File: src/rtl/vga_wr_arbiter_if.sv
// Requester and Avalon-MM write-master bundle for vga_wr_arbiter.
// The arbiter connects through the master modport; the requesters and the SDRAM slave use the slave modport.
interface vga_wr_arbiter_if #(
    parameter int ADDR_W = 32,
    parameter int DATA_W = 16
);
    logic              rq0_valid;
    logic [ADDR_W-1:0] rq0_addr;
    logic [DATA_W-1:0] rq0_data;
    logic              rq0_ready;
    logic              rq1_valid;
    logic [ADDR_W-1:0] rq1_addr;
    logic [DATA_W-1:0] rq1_data;
    logic              rq1_ready;
    logic [ADDR_W-1:0] avm_address;
    logic [DATA_W-1:0] avm_writedata;
    logic              avm_write;
    logic              avm_waitrequest;
    logic              owner;

    modport master (
        input  rq0_valid, rq0_addr, rq0_data,
        output rq0_ready,
        input  rq1_valid, rq1_addr, rq1_data,
        output rq1_ready,
        output avm_address, avm_writedata, avm_write,
        input  avm_waitrequest,
        output owner
    );

    modport slave (
        output rq0_valid, rq0_addr, rq0_data,
        input  rq0_ready,
        output rq1_valid, rq1_addr, rq1_data,
        input  rq1_ready,
        input  avm_address, avm_writedata, avm_write,
        output avm_waitrequest,
        input  owner
    );
endinterface

File: src/rtl/vga_wr_arbiter.sv
// Two-requester round-robin write arbiter with bounded burst hold, feeding one registered Avalon-MM write master.
// Defining VGA_WR_ARB_STATS_EN adds accept and stall counters with a synchronous clear.
module vga_wr_arbiter #(
    parameter int ADDR_W   = 32,
    parameter int DATA_W   = 16,
    parameter int MAX_HOLD = 8
) (
    input  logic               clk,
    input  logic               reset,
    vga_wr_arbiter_if.master   bus
`ifdef VGA_WR_ARB_STATS_EN
    ,
    input  logic               stat_clr,
    output logic [31:0]        stat_cnt0,
    output logic [31:0]        stat_cnt1,
    output logic [31:0]        stat_stall
`endif
);
    localparam logic [7:0] HOLD_LIM = 8'(MAX_HOLD);

    logic [ADDR_W-1:0] r_addr;
    logic [DATA_W-1:0] r_data;
    logic              r_write;
    logic              r_owner;
    logic              r_last_grant;
    logic [7:0]        r_hold_cnt;

    logic w_slot_free;
    logic w_pick;
    logic w_rdy0;
    logic w_rdy1;
    logic w_acc0;
    logic w_acc1;
    logic w_acc;

    assign w_slot_free = !r_write || !bus.avm_waitrequest;

    // A zero hold count means the previous owner let go, so the other side gets its turn.
    always_comb begin
        w_pick = r_last_grant;
        if (bus.rq0_valid && !bus.rq1_valid) begin
            w_pick = 1'b0;
        end else if (bus.rq1_valid && !bus.rq0_valid) begin
            w_pick = 1'b1;
        end else if (bus.rq0_valid && bus.rq1_valid) begin
            if (r_hold_cnt == 8'd0 || r_hold_cnt >= HOLD_LIM) begin
                w_pick = !r_last_grant;
            end else begin
                w_pick = r_last_grant;
            end
        end
    end

    assign w_rdy0 = !reset && w_slot_free && !w_pick && bus.rq0_valid;
    assign w_rdy1 = !reset && w_slot_free &&  w_pick && bus.rq1_valid;
    assign w_acc0 = w_rdy0;
    assign w_acc1 = w_rdy1;
    assign w_acc  = w_acc0 || w_acc1;

    always_ff @(posedge clk) begin
        if (reset) begin
            r_addr       <= '0;
            r_data       <= '0;
            r_write      <= 1'b0;
            r_owner      <= 1'b0;
            r_last_grant <= 1'b1;
            r_hold_cnt   <= 8'd0;
        end else if (w_acc) begin
            r_addr       <= w_acc1 ? bus.rq1_addr : bus.rq0_addr;
            r_data       <= w_acc1 ? bus.rq1_data : bus.rq0_data;
            r_write      <= 1'b1;
            r_owner      <= w_acc1;
            r_last_grant <= w_acc1;
            if (w_acc1 == r_last_grant) begin
                if (r_hold_cnt != 8'hFF) begin
                    r_hold_cnt <= r_hold_cnt + 8'd1;
                end
            end else begin
                r_hold_cnt <= 8'd1;
            end
        end else begin
            if (w_slot_free) begin
                r_write <= 1'b0;
            end
            if (!bus.rq0_valid && !bus.rq1_valid) begin
                r_hold_cnt <= 8'd0;
            end
        end
    end

    assign bus.rq0_ready     = w_rdy0;
    assign bus.rq1_ready     = w_rdy1;
    assign bus.avm_address   = r_addr;
    assign bus.avm_writedata = r_data;
    assign bus.avm_write     = r_write;
    assign bus.owner         = r_owner;

`ifdef VGA_WR_ARB_STATS_EN
    logic [31:0] r_stat_cnt0;
    logic [31:0] r_stat_cnt1;
    logic [31:0] r_stat_stall;

    always_ff @(posedge clk) begin
        if (reset || stat_clr) begin
            r_stat_cnt0  <= 32'd0;
            r_stat_cnt1  <= 32'd0;
            r_stat_stall <= 32'd0;
        end else begin
            if (w_acc0) begin
                r_stat_cnt0 <= r_stat_cnt0 + 32'd1;
            end
            if (w_acc1) begin
                r_stat_cnt1 <= r_stat_cnt1 + 32'd1;
            end
            if (r_write && bus.avm_waitrequest) begin
                r_stat_stall <= r_stat_stall + 32'd1;
            end
        end
    end

    assign stat_cnt0  = r_stat_cnt0;
    assign stat_cnt1  = r_stat_cnt1;
    assign stat_stall = r_stat_stall;
`endif
endmodule
File: src/flat_wrapper.sv
// flat-port wrapper written by rule: the top's interface ports become plain ports
module vga_wr_arbiter_flat 
#(
    parameter int ADDR_W   = 32,
    parameter int DATA_W   = 16,
    parameter int MAX_HOLD = 8
)
  (clk, reset, bus_rq0_valid, bus_rq0_addr, bus_rq0_data, bus_rq0_ready, bus_rq1_valid, bus_rq1_addr, bus_rq1_data, bus_rq1_ready, bus_avm_address, bus_avm_writedata, bus_avm_write, bus_avm_waitrequest, bus_owner);
  vga_wr_arbiter_if #(.ADDR_W(ADDR_W), .DATA_W(DATA_W)) bus_i ();
  input  logic clk;
  input  logic reset;
  input wire logic [$bits(bus_i.rq0_valid)-1:0] bus_rq0_valid;
  input wire logic [$bits(bus_i.rq0_addr)-1:0] bus_rq0_addr;
  input wire logic [$bits(bus_i.rq0_data)-1:0] bus_rq0_data;
  output wire logic [$bits(bus_i.rq0_ready)-1:0] bus_rq0_ready;
  input wire logic [$bits(bus_i.rq1_valid)-1:0] bus_rq1_valid;
  input wire logic [$bits(bus_i.rq1_addr)-1:0] bus_rq1_addr;
  input wire logic [$bits(bus_i.rq1_data)-1:0] bus_rq1_data;
  output wire logic [$bits(bus_i.rq1_ready)-1:0] bus_rq1_ready;
  output wire logic [$bits(bus_i.avm_address)-1:0] bus_avm_address;
  output wire logic [$bits(bus_i.avm_writedata)-1:0] bus_avm_writedata;
  output wire logic [$bits(bus_i.avm_write)-1:0] bus_avm_write;
  input wire logic [$bits(bus_i.avm_waitrequest)-1:0] bus_avm_waitrequest;
  output wire logic [$bits(bus_i.owner)-1:0] bus_owner;
  assign bus_i.rq0_valid = bus_rq0_valid;
  assign bus_i.rq0_addr = bus_rq0_addr;
  assign bus_i.rq0_data = bus_rq0_data;
  assign bus_rq0_ready = bus_i.rq0_ready;
  assign bus_i.rq1_valid = bus_rq1_valid;
  assign bus_i.rq1_addr = bus_rq1_addr;
  assign bus_i.rq1_data = bus_rq1_data;
  assign bus_rq1_ready = bus_i.rq1_ready;
  assign bus_avm_address = bus_i.avm_address;
  assign bus_avm_writedata = bus_i.avm_writedata;
  assign bus_avm_write = bus_i.avm_write;
  assign bus_i.avm_waitrequest = bus_avm_waitrequest;
  assign bus_owner = bus_i.owner;
  vga_wr_arbiter #(.ADDR_W(ADDR_W), .DATA_W(DATA_W), .MAX_HOLD(MAX_HOLD)) u_core (.clk(clk), .reset(reset), .bus(bus_i));
endmodule
File: config.mk
export PLATFORM = sky130hd
export DESIGN_NAME = vga_wr_arbiter_flat
export DESIGN_NICKNAME = d
export VERILOG_FILES = /design/src/rtl/vga_wr_arbiter_if.sv /design/src/rtl/vga_wr_arbiter.sv /design/src/flat_wrapper.sv
export SDC_FILE = /design/constraint.sdc
export NUM_CORES = 1
export LEC_CHECK = 0
export CAP_MARGIN = 20
export CORE_ASPECT_RATIO = 1.5
export CORE_MARGIN = 4
export CORE_UTILIZATION = 38
export DETAILED_ROUTE_END_ITERATION = 12
export GPL_ROUTABILITY_DRIVEN = 0
export PLACE_DENSITY = 0.8
export SETUP_SLACK_MARGIN = 0.02
export SLEW_MARGIN = 20
export SYNTH_ARGS = -nofsm -noshare
export SYNTH_HDL_FRONTEND = slang
export SYNTH_SLANG_ARGS = --single-unit
export TNS_END_PERCENT = 100
File: constraint.sdc
create_clock -name clk -period 3.7 [get_ports clk]
set_input_delay 0.37 -clock clk [delete_from_list [all_inputs] [get_ports clk]]
set_output_delay 0.37 -clock clk [all_outputs]
set_load 0.02 [all_outputs]
==> metrics.md <==
| Metric | Value |
|---|---|
| Finished Layout Cells | ~530 |
| Critical path type | flop to output pin |
| Unique masters post-synth | 39 |
| DR pass1 iterations | 6 |
| Max cap viols | 0 |
| Crit share post-route | a little under nine tenths |
| Dpl cells | 512 |
| RSZ-0062 raised after global routing | no |
| Fmax | approximately 320 MHz |
| Post-cts gate resize count | 0 |
| Routed vias | 2804 |
| Skew final | approximately 5.0 ps |
| HP Class | flop to flop |
| Die H | around 110 µm |
| Die X | 76.5 µm |
| Hold EP | u_core.bus.owner |
| Slew Limit Fails | 0 |
| Relative slew slack | 58.7% |
| Clock Tree Root | clkbuf_8 |
| WL/cell | ~16 µm |
| CP Data Required Time | roughly 3300 ps |
| Util after Layout | ~64% |
| Area post-placement | about 4200 µm² |
| Cts hold-fix bufs | 0 |
| Lkg Pwr | about 1.7 nW |
| Post-route DRC | 0 |
| Postcts setup bufs | 0 |
| Starting Density | 39.0% |
| EDFF count, synth | 0 |
| VDD IR max | 191 µV |
| First-pass GRT wire length | between 10 and 15 mm |
| Antenna violations before repair | 0 |
| Power per Cell Area | a little under 400 nW/µm² |
| R2R setup slack | 1010 ps |
| Sinks on Clock Net | around 60 |
| Pin count of the biggest net entering global routing | 56 |
| Die area | about 8500 µm² |
| Rows | 37 |
| Vias in the first global route | ~2800 |
| Tot Pwr | ~1.7 mW |
| Family with the most delay on the worst path | simple AND/OR/NAND/NOR gates |
| CTS tree | built |
| I/O pins | 153 |
| Bufs and invs on worst path | 2 |
| Max stage delay on crit path | 600 ps |
| Layout cells sized above 1 | between 10% and 20% |
| Synthesis-stage register bit count | ~60 |
| Total GRT Usage | 20.4% |
| Tmin final | roughly 3200 ps |
| Yosys warning count | 0 |
| CP cell instances | or4_1 > or3_1 > xor2_1 > o211ai_4 > inv_1 > clkdlybuf4s50_1 |
| Area of the core region | around 6900 µm² |
| Area grow syn2layout | 64.4% |
| Post-route cell area | between 4000 and 5000 µm² |
| Worst Path Max Fanout | 7 |
| Worst-case reg-to-reg path depth | 6 |
| Hold Crit Depth | 2 |
| Syn_nets | about 400 |
| Register area share after synthesis | approximately 44% |
| Ant diodes | 0 |
| Worst EP arrival | roughly 2800 ps |
| Final Hold Fails | 0 |
| Critical path's slowest cell | clkdlybuf4s50_1 |
| Nature of the critical path startpoint | flop |
| Routed vias/inst | between 5 and 6 |
| Cell Area, Synth | between 2000 and 3000 µm² |
| Mapped Cells | around 300 |
| Leading register cell type out of synthesis | dfxtp_1 |
| Hold Startpoint | u_core.bus.owner |
| Fin nets | roughly 550 |
| CTS buffer count | 9 |
| Setup violators final | 0 |
| Syn avg cell area | 8.87 µm² |
| GR Overflow Total | 0 |
| Reg clk slew, reported paths | around 60 ps |
| Worst-margin pin slew | between 600 and 700 ps |
| # port buffers | 152 |
| Htree depth | 3 |
| Fill cells | 603 |
| Initial DRC count | around 130 |
| Drt total wl | 8.70 mm |
| Post-synth ARST share | 0% |
| Clock insertion delay at the later pin of the skew report | between 300 and 400 ps |
| Worst setup EP type | output pin |
| Total Neg Setup Slack | 0 ps |
| Launch point of the worst reg-to-reg path | u_core.r_hold_cnt[3] |
| ANT nets after route | 0 |
| Outcome | completed |
| Reg-to-Reg End | u_core.bus.avm_address[15] |
| Detailed Place HPWL | between 6 and 7 mm |
| Clock buffer depth | 2 |
==> per-stage QoR <==
stage               hold WS (ps)  setup WS, ps
floorplan                    473          1240
global placement             453           936
detailed placement           456           880
CTS                          464           509
global route                 494           441
finish                       462           541
==> worst min-delay path: cells and delay by family, from the launching register on <==
family,cells,cell delay [ps]
simple gates,1,50
flops,1,310
compound gates,1,60
==> Yosys cell counts, types with 4 or more instances <==
cell type,count,area (µm²)
nor2_1,104,390
o221a_2,36,405
a21o_1,4,30.0
o221a_1,12,135
buf_2,8,40.0
nand2_1,11,41.3
clkbuf_1,13,48.8
inv_1,7,26.3
dfxtp_1,59,1180
a21oi_1,5,25.0
==> area by class of cell <==
type	instances	area, µm²	share of cell area [%]
inverters	7	26.3	0.598
repair buffers	156	1550	35.2
multi-input cells	212	1370	31.2
clock buffers	14	163	3.70
clock inverters	2	10.0	0.228
well taps	78	97.6	2.22
flip-flops and latches	59	1180	26.9
==> where the power goes <==
part / total (mW) / switching [mW] / internal, mW
Clock: 0.518 / 0.239 / 0.278
Combinational: 0.470 / 0.215 / 0.255
Sequential: 0.715 / 0.0277 / 0.687
Total: 1.70 / 0.482 / 1.22
==> flip-flops by register name (all words and copies together), names as in the netlist <==
signal and count:
u_core.bus.avm_address 32, u_core.bus.avm_writedata 16, u_core.r_hold_cnt 8, u_core.bus.avm_write 1, u_core.bus.owner 1, u_core.r_last_grant 1
==> logic make-up after synthesis <==
| kind of cell | after synthesis | synth area share (%) |
|---|---|---|
| XOR/XNOR | 1 | 0.328 |
| flip-flops | 59 | 44.2 |
| adder cells (fa/ha/maj) | 2 | 0.937 |
| AO/OA/AOI/OAI | 74 | 28.1 |
| buffers and inverters | 30 | 5.15 |
| multiplexers | 2 | 0.796 |
| AND/OR/NAND/NOR | 133 | 20.5 |
==> cell usage in the layout, fill, tap and decap left out, drive strengths merged, types with 4 or more instances in the layout <==
master	n
a21oi	5
o221a	48
dfxtp	59
clkbuf	14
a21o	4
inv	7
clkdlybuf4s50	151
buf	5
nand2	11
nor2	104
==> per-layer routing <==
metal | vias to the layer above | GRT usage [%] | routed length [µm]
li1 | 1379 | - | -
met1 | 1292 | 20.8 | 3220
met2 | 112 | 38.2 | 4640
met3 | 21 | 5.20 | 555
met4 | 0 | 9.19 | 275
met5 | - | 0 | 0
==> worst max path at each step <==
stage	startpoint	endpoint	slack, ps	cells after the start
global placement	u_core.r_hold_cnt[3]	bus_rq0_ready	940	6
floorplan	u_core.r_hold_cnt[3]	bus_rq0_ready	1240	8
detailed placement	u_core.r_hold_cnt[3]	bus_rq1_ready	880	6
finish	u_core.r_hold_cnt[3]	bus_rq1_ready	540	6
global route	u_core.r_hold_cnt[3]	bus_rq0_ready	440	6
CTS	u_core.r_hold_cnt[3]	bus_rq1_ready	510	6
Power figures use the tool's default switching activity.
